`config.mk`:
```
export PLATFORM = sky130hd
export DESIGN_NAME = fast_square_step_accumulator
export DESIGN_NICKNAME = d
export VERILOG_FILES = /design/src/rtl/fast_square_step_accumulator.sv
export SDC_FILE = /design/constraint.sdc
export NUM_CORES = 1
export LEC_CHECK = 0
export BUFFER_PORTS_ARGS = -buffer_cell sky130_fd_sc_hd__buf_4
export CAP_MARGIN = 10
export CORE_MARGIN = 3
export CORE_UTILIZATION = 55
export CTS_CLUSTER_SIZE = 25
export DETAILED_ROUTE_END_ITERATION = 10
export GPL_TIMING_DRIVEN = 0
export PLACE_DENSITY = 0.73
export SYNTH_ARGS = -nofsm -noshare
export SYNTH_HDL_FRONTEND = slang
export SYNTH_SLANG_ARGS = --single-unit
```
`constraint.sdc`:
```
create_clock -name clock -period 3.4 [get_ports clock]
set_clock_uncertainty 0.1 [all_clocks]
set_input_delay 0.17 -clock clock [delete_from_list [all_inputs] [get_ports clock]]
set_output_delay 0.17 -clock clock [all_outputs]
set_load 0.02 [all_outputs]
```
`src/rtl/fast_square_step_accumulator.sv`:
```
`default_nettype none
// +--------------------------------------------------------------------------+
// | fast_square_step_accumulator: per-step I/Q window integrator, tagged     |
// | results on valid/ready.                              Rev 1.0             |
// +--------------------------------------------------------------------------+
module fast_square_step_accumulator #(
  parameter int SAMPLE_WIDTH = 16,
  parameter int ACC_WIDTH    = 32,
  parameter int STEP_WIDTH   = 8
) (
  input  logic                    clock,
  input  logic                    reset_n,
  input  logic [SAMPLE_WIDTH-1:0] sample_i,
  input  logic [SAMPLE_WIDTH-1:0] sample_q,
  input  logic                    sample_strobe,
  input  logic                    rx_record,
  input  logic                    rx_next,
  input  logic                    rx_reset,
  output logic                    result_valid,
  input  logic                    result_ready,
  output logic [STEP_WIDTH-1:0]   result_step,
  output logic [ACC_WIDTH-1:0]    result_sum_i,
  output logic [ACC_WIDTH-1:0]    result_sum_q,
  output logic [15:0]             result_count,
  output logic                    result_sat,
  output logic [7:0]              drop_count
);

  localparam logic [ACC_WIDTH-1:0] c_acc_max = {1'b0, {(ACC_WIDTH-1){1'b1}}};
  localparam logic [ACC_WIDTH-1:0] c_acc_min = {1'b1, {(ACC_WIDTH-1){1'b0}}};
  localparam int                   c_ext     = ACC_WIDTH + 1 - SAMPLE_WIDTH;

  typedef enum logic [0:0] {
    ST_IDLE  = 1'b0,
    ST_ACCUM = 1'b1
  } state_t;

  state_t                  r_state;
  logic [STEP_WIDTH-1:0]   r_step_idx;
  logic [STEP_WIDTH-1:0]   r_window_step;
  logic [ACC_WIDTH-1:0]    r_acc_i;
  logic [ACC_WIDTH-1:0]    r_acc_q;
  logic [15:0]             r_cnt;
  logic                    r_sat_flag;
  logic                    r_result_valid;
  logic [STEP_WIDTH-1:0]   r_result_step;
  logic [ACC_WIDTH-1:0]    r_result_sum_i;
  logic [ACC_WIDTH-1:0]    r_result_sum_q;
  logic [15:0]             r_result_count;
  logic                    r_result_sat;
  logic [7:0]              r_drop_count;

  logic [ACC_WIDTH:0]      w_sum_i_ext;
  logic [ACC_WIDTH:0]      w_sum_q_ext;
  logic                    w_ovf_i;
  logic                    w_ovf_q;
  logic [ACC_WIDTH-1:0]    w_acc_i_next;
  logic [ACC_WIDTH-1:0]    w_acc_q_next;
  logic [15:0]             w_cnt_next;
  logic                    w_accept;

  // One guard bit above the accumulator exposes two's-complement overflow.
  assign w_sum_i_ext = {r_acc_i[ACC_WIDTH-1], r_acc_i}
                     + {{c_ext{sample_i[SAMPLE_WIDTH-1]}}, sample_i};
  assign w_sum_q_ext = {r_acc_q[ACC_WIDTH-1], r_acc_q}
                     + {{c_ext{sample_q[SAMPLE_WIDTH-1]}}, sample_q};
  assign w_ovf_i     = w_sum_i_ext[ACC_WIDTH] ^ w_sum_i_ext[ACC_WIDTH-1];
  assign w_ovf_q     = w_sum_q_ext[ACC_WIDTH] ^ w_sum_q_ext[ACC_WIDTH-1];
  assign w_acc_i_next = w_ovf_i ? (w_sum_i_ext[ACC_WIDTH] ? c_acc_min : c_acc_max)
                                : w_sum_i_ext[ACC_WIDTH-1:0];
  assign w_acc_q_next = w_ovf_q ? (w_sum_q_ext[ACC_WIDTH] ? c_acc_min : c_acc_max)
                                : w_sum_q_ext[ACC_WIDTH-1:0];
  assign w_cnt_next  = (r_cnt == 16'hFFFF) ? r_cnt : r_cnt + 16'd1;
  assign w_accept    = r_result_valid & result_ready;

  always_ff @(posedge clock or negedge reset_n) begin
    if (!reset_n) begin
      r_state        <= ST_IDLE;
      r_step_idx     <= '0;
      r_window_step  <= '0;
      r_acc_i        <= '0;
      r_acc_q        <= '0;
      r_cnt          <= '0;
      r_sat_flag     <= 1'b0;
      r_result_valid <= 1'b0;
      r_result_step  <= '0;
      r_result_sum_i <= '0;
      r_result_sum_q <= '0;
      r_result_count <= '0;
      r_result_sat   <= 1'b0;
      r_drop_count   <= '0;
    end else if (rx_reset) begin
      r_state        <= ST_IDLE;
      r_step_idx     <= '0;
      r_acc_i        <= '0;
      r_acc_q        <= '0;
      r_cnt          <= '0;
      r_sat_flag     <= 1'b0;
      r_result_valid <= 1'b0;
      r_drop_count   <= '0;
    end else begin
      if (rx_next) begin
        r_step_idx <= r_step_idx + 1'b1;
      end
      if (w_accept) begin
        r_result_valid <= 1'b0;
      end

      if (rx_record) begin
        if (r_state == ST_IDLE) begin
          r_state       <= ST_ACCUM;
          r_window_step <= r_step_idx;
        end
        // Accumulators sit at zero in IDLE, so the entry-cycle sample adds cleanly.
        if (sample_strobe) begin
          r_acc_i    <= w_acc_i_next;
          r_acc_q    <= w_acc_q_next;
          r_cnt      <= w_cnt_next;
          r_sat_flag <= r_sat_flag | w_ovf_i | w_ovf_q;
        end
      end else if (r_state == ST_ACCUM) begin
        r_state    <= ST_IDLE;
        r_acc_i    <= '0;
        r_acc_q    <= '0;
        r_cnt      <= '0;
        r_sat_flag <= 1'b0;
        if (!r_result_valid || w_accept) begin
          r_result_valid <= 1'b1;
          r_result_step  <= r_window_step;
          r_result_sum_i <= r_acc_i;
          r_result_sum_q <= r_acc_q;
          r_result_count <= r_cnt;
          r_result_sat   <= r_sat_flag;
        end else if (r_drop_count != 8'hFF) begin
          r_drop_count <= r_drop_count + 8'd1;
        end
      end
    end
  end

  assign result_valid = r_result_valid;
  assign result_step  = r_result_step;
  assign result_sum_i = r_result_sum_i;
  assign result_sum_q = r_result_sum_q;
  assign result_count = r_result_count;
  assign result_sat   = r_result_sat;
  assign drop_count   = r_drop_count;

endmodule
`default_nettype wire

```
# Word level (Yosys, flattened, before mapping)
# Cells that the tools add are included.
# totals
reg_bits,196
output_inout_bits,98
word_cells,78
# op_classes
n_mux,34
bitwise_logic,8
n_eq_ne,6
reduce_logical,11
add_sub_neg,5
# op_table
op,count
$mux W32,11
$mux W16,5
$add A32 B16 Y33,2
$mux W8,7
$add A16 B1 Y16 const B,1
$add A8 B1 Y8 const B,2
$eq A16 B16 Y1 const B,1
$mux W1,11
$ne A8 B8 Y1 const B,1
$reduce_and A4 Y1,2
$reduce_and A3 Y1,2
$reduce_bool A2 Y1,3
$ne A3 B2 Y1 const B,1
$ne A3 B3 Y1 const B,1
$not A1 Y1,3
$reduce_bool A3 Y1,1
$ne A2 B1 Y1 const B,1
$ne A2 B2 Y1 const B,1
$or A1 B1 Y1,2
$reduce_and A2 Y1,1
$xor A1 B1 Y1,2
$and A1 B1 Y1,1
$logic_not A1 Y1,1
$logic_or A1 B1 Y1,1

# Logic depth before layout (Yosys ltp)
# depth
ltp_word,7
depth_mapped,13
ltp_nobuf,11

# Worst setup path before layout
# OpenSTA, ideal clock, no wires.
# synth_path
kind,register -> register
from,register r_acc_q[0]
to,register r_acc_q[30]
required_ps,3177
n_path_buf,1
path_stages_with_launch,13
arrival_time_ps,2861
setup_ps,123
period_less_slack_ps,3085
path_slack_ps,315
path_cell_list,dfrtp_1 -> ha_1 -> fa_1 -> a211oi_1 -> o211ai_2 -> a41oi_2 -> o31a_1 -> nor4_2 -> a211o_2 -> xnor2_2 -> buf_6 -> nor4_2 -> o21ai_1
# synth_via
elab_chain_cells,6
word_cells_on_any_way,7
classes_between,add/sub (1); mux (5); bitwise (1)
# synth_rtl
item,line,rtl
from (decl),42,logic [ACC_WIDTH-1:0] r_acc_q;
from (signal assigned),117,r_acc_q <= w_acc_q_next;
$add A32 B16 Y33 *,66,"+ {{c_ext{sample_q[SAMPLE_WIDTH-1]}}, sample_q};"
$mux W32 or $xor A1 B1 Y1 (tied branches),"71, 68",
$mux W32 *,71,assign w_acc_q_next = w_ovf_q ? (w_sum_q_ext[ACC_WIDTH] ? c_acc_min : c_acc_max)
$mux W32 *,115,if (sample_strobe) begin
$mux W32 *,109,if (rx_record) begin
$mux W32 *,92,end else if (rx_reset) begin
# Mark *: on every way between the ends. The rest lies on a longest branch, timed or not. The select of a mux whose other input is x is not followed.
# A chain may end at the register's enable or synchronous reset.

# Worst setup path after layout
# layout_path
from,register r_acc_q[0]
to,register r_acc_q[24]
# The elaborated chain is that of the path after synthesis.

==> flow_summary.rst <==
.. list-table::
   :header-rows: 1

   * - Metric
     - Value
   * - Footprint of the flip-flops and latches
     - 4905 um2
   * - DIE AREA
     - 22250 um2
   * - Sequential fraction of design power
     - 40.2%
   * - Number of primary I/O pins
     - 137
   * - Via count
     - 8960
   * - Library cell with the highest instance count after synthesis
     - sky130_fd_sc_hd__dfrtp_1
   * - Fin crit period
     - 3242 ps
   * - Largest driver fanout on the critical path
     - 10
   * - Run status
     - finished clean
   * - Pre-CTS setup slack
     - -88.81 ps
   * - Setup CP Type
     - reg -> reg
   * - Buffer depth of the longest clock path
     - 2
   * - Count of flip-flops with a built-in enable after synthesis
     - 0
   * - Total nets after synthesis
     - 1252
   * - Yosys synthesis warning count
     - 0
   * - CP Capture Type
     - register
   * - Mean cell area of the mapped netlist
     - 9.855 um2
   * - Leak pwr
     - 6.581 nW
   * - CTS tree
     - built
   * - Detailed-route wire length per cell
     - 16.47 um
   * - First-pass GRT wire length
     - 43220 um
   * - Maximum ir drop on the vdd rail
     - 0.0003761 V
   * - CTS Sinks
     - 196
   * - Diode insertion count for antenna repair
     - 0
   * - Unrepaired setup endpoints after global routing
     - false
   * - Highest routing layer actually used
     - met4
   * - Area fraction of the dominant cell type after synthesis
     - 43.50%
   * - Combinational cell fraction of total power
     - 29.7%
   * - Antenna violations before repair
     - 0
   * - Core utilization of the finished layout
     - 67.63%
   * - Most numerous cell types in the synthesized netlist
     - 196 x sky130_fd_sc_hd__dfrtp_1, 122 x sky130_fd_sc_hd__nand2_1, 108 x sky130_fd_sc_hd__nor2_1, 97 x sky130_fd_sc_hd__mux2_2, 79 x sky130_fd_sc_hd__a21oi_1
   * - Total power per unit cell area
     - 506.9 nW/um2
   * - Switching share of power
     - 34.87%
   * - Number of setup violations in the final report
     - 0
   * - Switching pwr
     - 2.364 mW
   * - Required time worst endpoint
     - 3610 ps
   * - Clock-pin slew on the worst setup and hold paths
     - 80 ps
   * - Number of distinct standard cells referenced by the synthesized netlist
     - 71
   * - Rows
     - 51
   * - Number of detailed-routing iterations run before antenna repair
     - 6
   * - WL met1
     - 12810 um
   * - Final layout net count
     - 1410
   * - Post-synthesis cell type with the largest combined area
     - sky130_fd_sc_hd__dfrtp_1
   * - Slew Limit Headroom
     - 47.57%
   * - DR vias/cell
     - 5.671
   * - Horizontal extent of the die
     - 149.2 um
   * - Final setup TNS
     - 0 ps
   * - CTS Root Cell
     - sky130_fd_sc_hd__clkbuf_16
   * - Hold crit path type
     - in -> reg
   * - Cell types occupying the most area after synthesis
     - sky130_fd_sc_hd__dfrtp_1 44%, sky130_fd_sc_hd__mux2_2 9.7%, sky130_fd_sc_hd__ha_1 7.4%
   * - Maximum number of pins on one net before global-route repair
     - 105
   * - Inserted Clock Buffers
     - 17
   * - Max-cap violations
     - 0
   * - Insertion delay of the later-clocked pin in the worst-skew pair
     - 440 ps
   * - Minimum hold slack
     - 6.210 ps
   * - Combined area of all synthesized cells
     - 11270 um2
   * - Final period util
     - 95.34%
   * - Antenna-violating nets left
     - 0
   * - Overall global routing resource usage
     - 23.84%
   * - Kind of start point of the critical path
     - register
   * - Smallest setup slack after layout
     - 158.4 ps
   * - Final cell count without fillers
     - 1580
   * - Fill cells
     - 1625
   * - Final Max Tran Viols
     - 0
   * - Leading register cell type out of synthesis
     - sky130_fd_sc_hd__dfrtp_1
   * - Syn Inst Count
     - 1144
   * - Total congestion overflow
     - 0
   * - Share of flip-flops with an asynchronous set or reset
     - 100.0%
   * - Transition time at the pin with the least slew margin
     - 783.6 ps
   * - Area of the core
     - 19780 um2
   * - Hold violation total from the final report
     - 0
   * - Hpwl dp
     - 19060 um
   * - Die extent in y
     - 149.2 um
   * - Arrival @ worst endpoint
     - 3460 ps
   * - FMAX
     - 308.5 MHz
   * - Sequential element share of the synthesized area
     - 43.50%
   * - Drt first-iter violations
     - 520
   * - Share of cells above drive strength 1
     - 23.88%
   * - Layout overhead on the synthesized area
     - 18.65%
   * - Level count of the clock H-tree
     - 4
   * - DRT Wirelength
     - 26020 um
   * - Cell internal power dissipation
     - 4.416 mW
   * - Initial core utilization
     - 57.00%
   * - Clk pwr share
     - 30.0%
   * - Routability-driven placement congestion ratio
     - 0.9514
   * - Sum of met2 wire segment lengths after detailed routing
     - 11640 um
   * - Input/output buffers
     - 135
   * - Multi-input gate area
     - 6112 um2
   * - Number of global-route vias before repair
     - 8613
   * - Post-route DRC violation count
     - 0
   * - Number of register bits inferred by synthesis
     - 196
   * - Number of cells after detailed placement
     - 1545
   * - Routed length on met3
     - 1331 um
[sequential cells by signal, indices dropped and copies added (netlist names)]
signal / flops
drop_count: 8
r_acc_i: 32
r_acc_q: 32
r_cnt: 16
r_sat_flag: 1
r_state: 1
r_step_idx: 8
r_window_step: 8
result_count: 16
result_sat: 1
result_step: 8
result_sum_i: 32
result_sum_q: 32
result_valid: 1
[path summary, 6_finish.rpt]
check	endpoint	slack, ps	cells after the start	from
max in group asynchronous	r_cnt[14]$_DFFE_PN0P_	2020	3	reset_n
min in group asynchronous	r_acc_q[24]$_DFFE_PN0P_	250	2	reset_n
min	r_acc_q[31]$_DFFE_PN0P_	6	3	sample_strobe
min reg2reg	r_acc_i[24]$_DFFE_PN0P_	410	2	r_acc_i[24]$_DFFE_PN0P_
max reg2reg	r_acc_q[24]$_DFFE_PN0P_	160	12	r_acc_q[0]$_DFFE_PN0P_
max	r_acc_q[24]$_DFFE_PN0P_	160	12	r_acc_q[0]$_DFFE_PN0P_
[cell families (layout without fill, tap and decap cells)]
family	count (synthesis)	after routing	synth area share (%)
flip-flops	196	196	43.50
AND/OR/NAND/NOR	333	333	13.49
buffers and inverters	76	247	2.874
adder cells (fa/ha/maj)	69	69	7.790
AO/OA/AOI/OAI	292	292	16.16
XOR/XNOR	75	75	5.959
multiplexers	103	103	10.22
[area by class of cell]
| cell class | instances | share of cell area (%) |
|---|---|---|
| inverters | 20 | 0.5612 |
| flip-flops and latches | 196 | 36.66 |
| repair buffers | 140 | 8.118 |
| clock inverters | 15 | 1.384 |
| well taps | 265 | 2.478 |
| plain buffers | 55 | 1.927 |
| clock buffers | 17 | 3.180 |
| multi-input cells | 872 | 45.69 |
[power groups by stage]
stage / sequential [mW] / combinational, mW / clock, mW
finish: 2.73 / 2.02 / 2.04
detailed placement: 2.77 / 1.98 / 0
floorplan: 2.91 / 1.21 / 0
global placement: 2.77 / 1.94 / 0
global route: 2.76 / 2.23 / 2.18
CTS: 2.73 / 2.00 / 2.08
[timing repair]
action | CTS | global route
hold endpoints to repair | 94 | 0
hold buffers | 3 | 0
setup buffers | 0 | 1
pin swaps | 0 | 4
gates resized for setup | 2 | 14
setup endpoints to repair | 24 | 57
[cell usage in the layout, fill, tap and decap left out, drive strengths merged, types with 3 or more instances in the layout]
cell | Yosys | final
dfrtp | 196 | 196
buf | 23 | 157
nand2 | 122 | 122
nor2 | 108 | 108
o21ai | 107 | 107
mux2 | 97 | 97
a21oi | 81 | 81
ha | 67 | 67
clkbuf | 33 | 52
xor2 | 38 | 38
xnor2 | 37 | 37
inv | 20 | 28
a21o | 26 | 26
nand4 | 23 | 23
nand3 | 16 | 16
and2 | 10 | 10
nor3 | 9 | 9
or3 | 9 | 9
o211ai | 9 | 9
nand2b | 8 | 8
o21a | 8 | 8
o21bai | 8 | 8
a31oi | 7 | 7
nor4 | 7 | 7
a211oi | 7 | 7
mux2i | 6 | 6
clkinv | 0 | 6
a211o | 6 | 6
and3 | 5 | 5
and4 | 4 | 4
nand3b | 4 | 4
a221o | 4 | 4
a41oi | 4 | 4
nor2b | 3 | 3
dlygate4sd3 | 0 | 3
o221ai | 3 | 3
o31ai | 3 | 3
a21boi | 3 | 3
[critical path: stages, from the launching register on]
cell,delay [ps]
sky130_fd_sc_hd__dfrtp_1,400
sky130_fd_sc_hd__ha_1,240
sky130_fd_sc_hd__fa_2,390
sky130_fd_sc_hd__a211oi_2,230
sky130_fd_sc_hd__o211ai_2,120
sky130_fd_sc_hd__a41oi_2,210
sky130_fd_sc_hd__o31a_1,280
sky130_fd_sc_hd__nor4_2,80
sky130_fd_sc_hd__a211o_2,380
sky130_fd_sc_hd__o21ai_2,160
sky130_fd_sc_hd__buf_6,190
sky130_fd_sc_hd__inv_2,50
sky130_fd_sc_hd__a221o_1,300
[layer usage]
metal / up-vias / track usage, %
met5: - / 0
met4: 0 / 5.675
met3: 19 / 3.707
met2: 198 / 36.34
met1: 4323 / 36.02
li1: 4420 / -
[through the flow]
step	power (mW)	instance area (um2)
final	6.781	13380
after global placement	4.709	12620
after global routing	7.168	13380
after CTS	6.803	13300
after detailed placement	4.751	12650
after floorplan	4.113	11270
No activity file was read; power rests on OpenSTA's default activity.
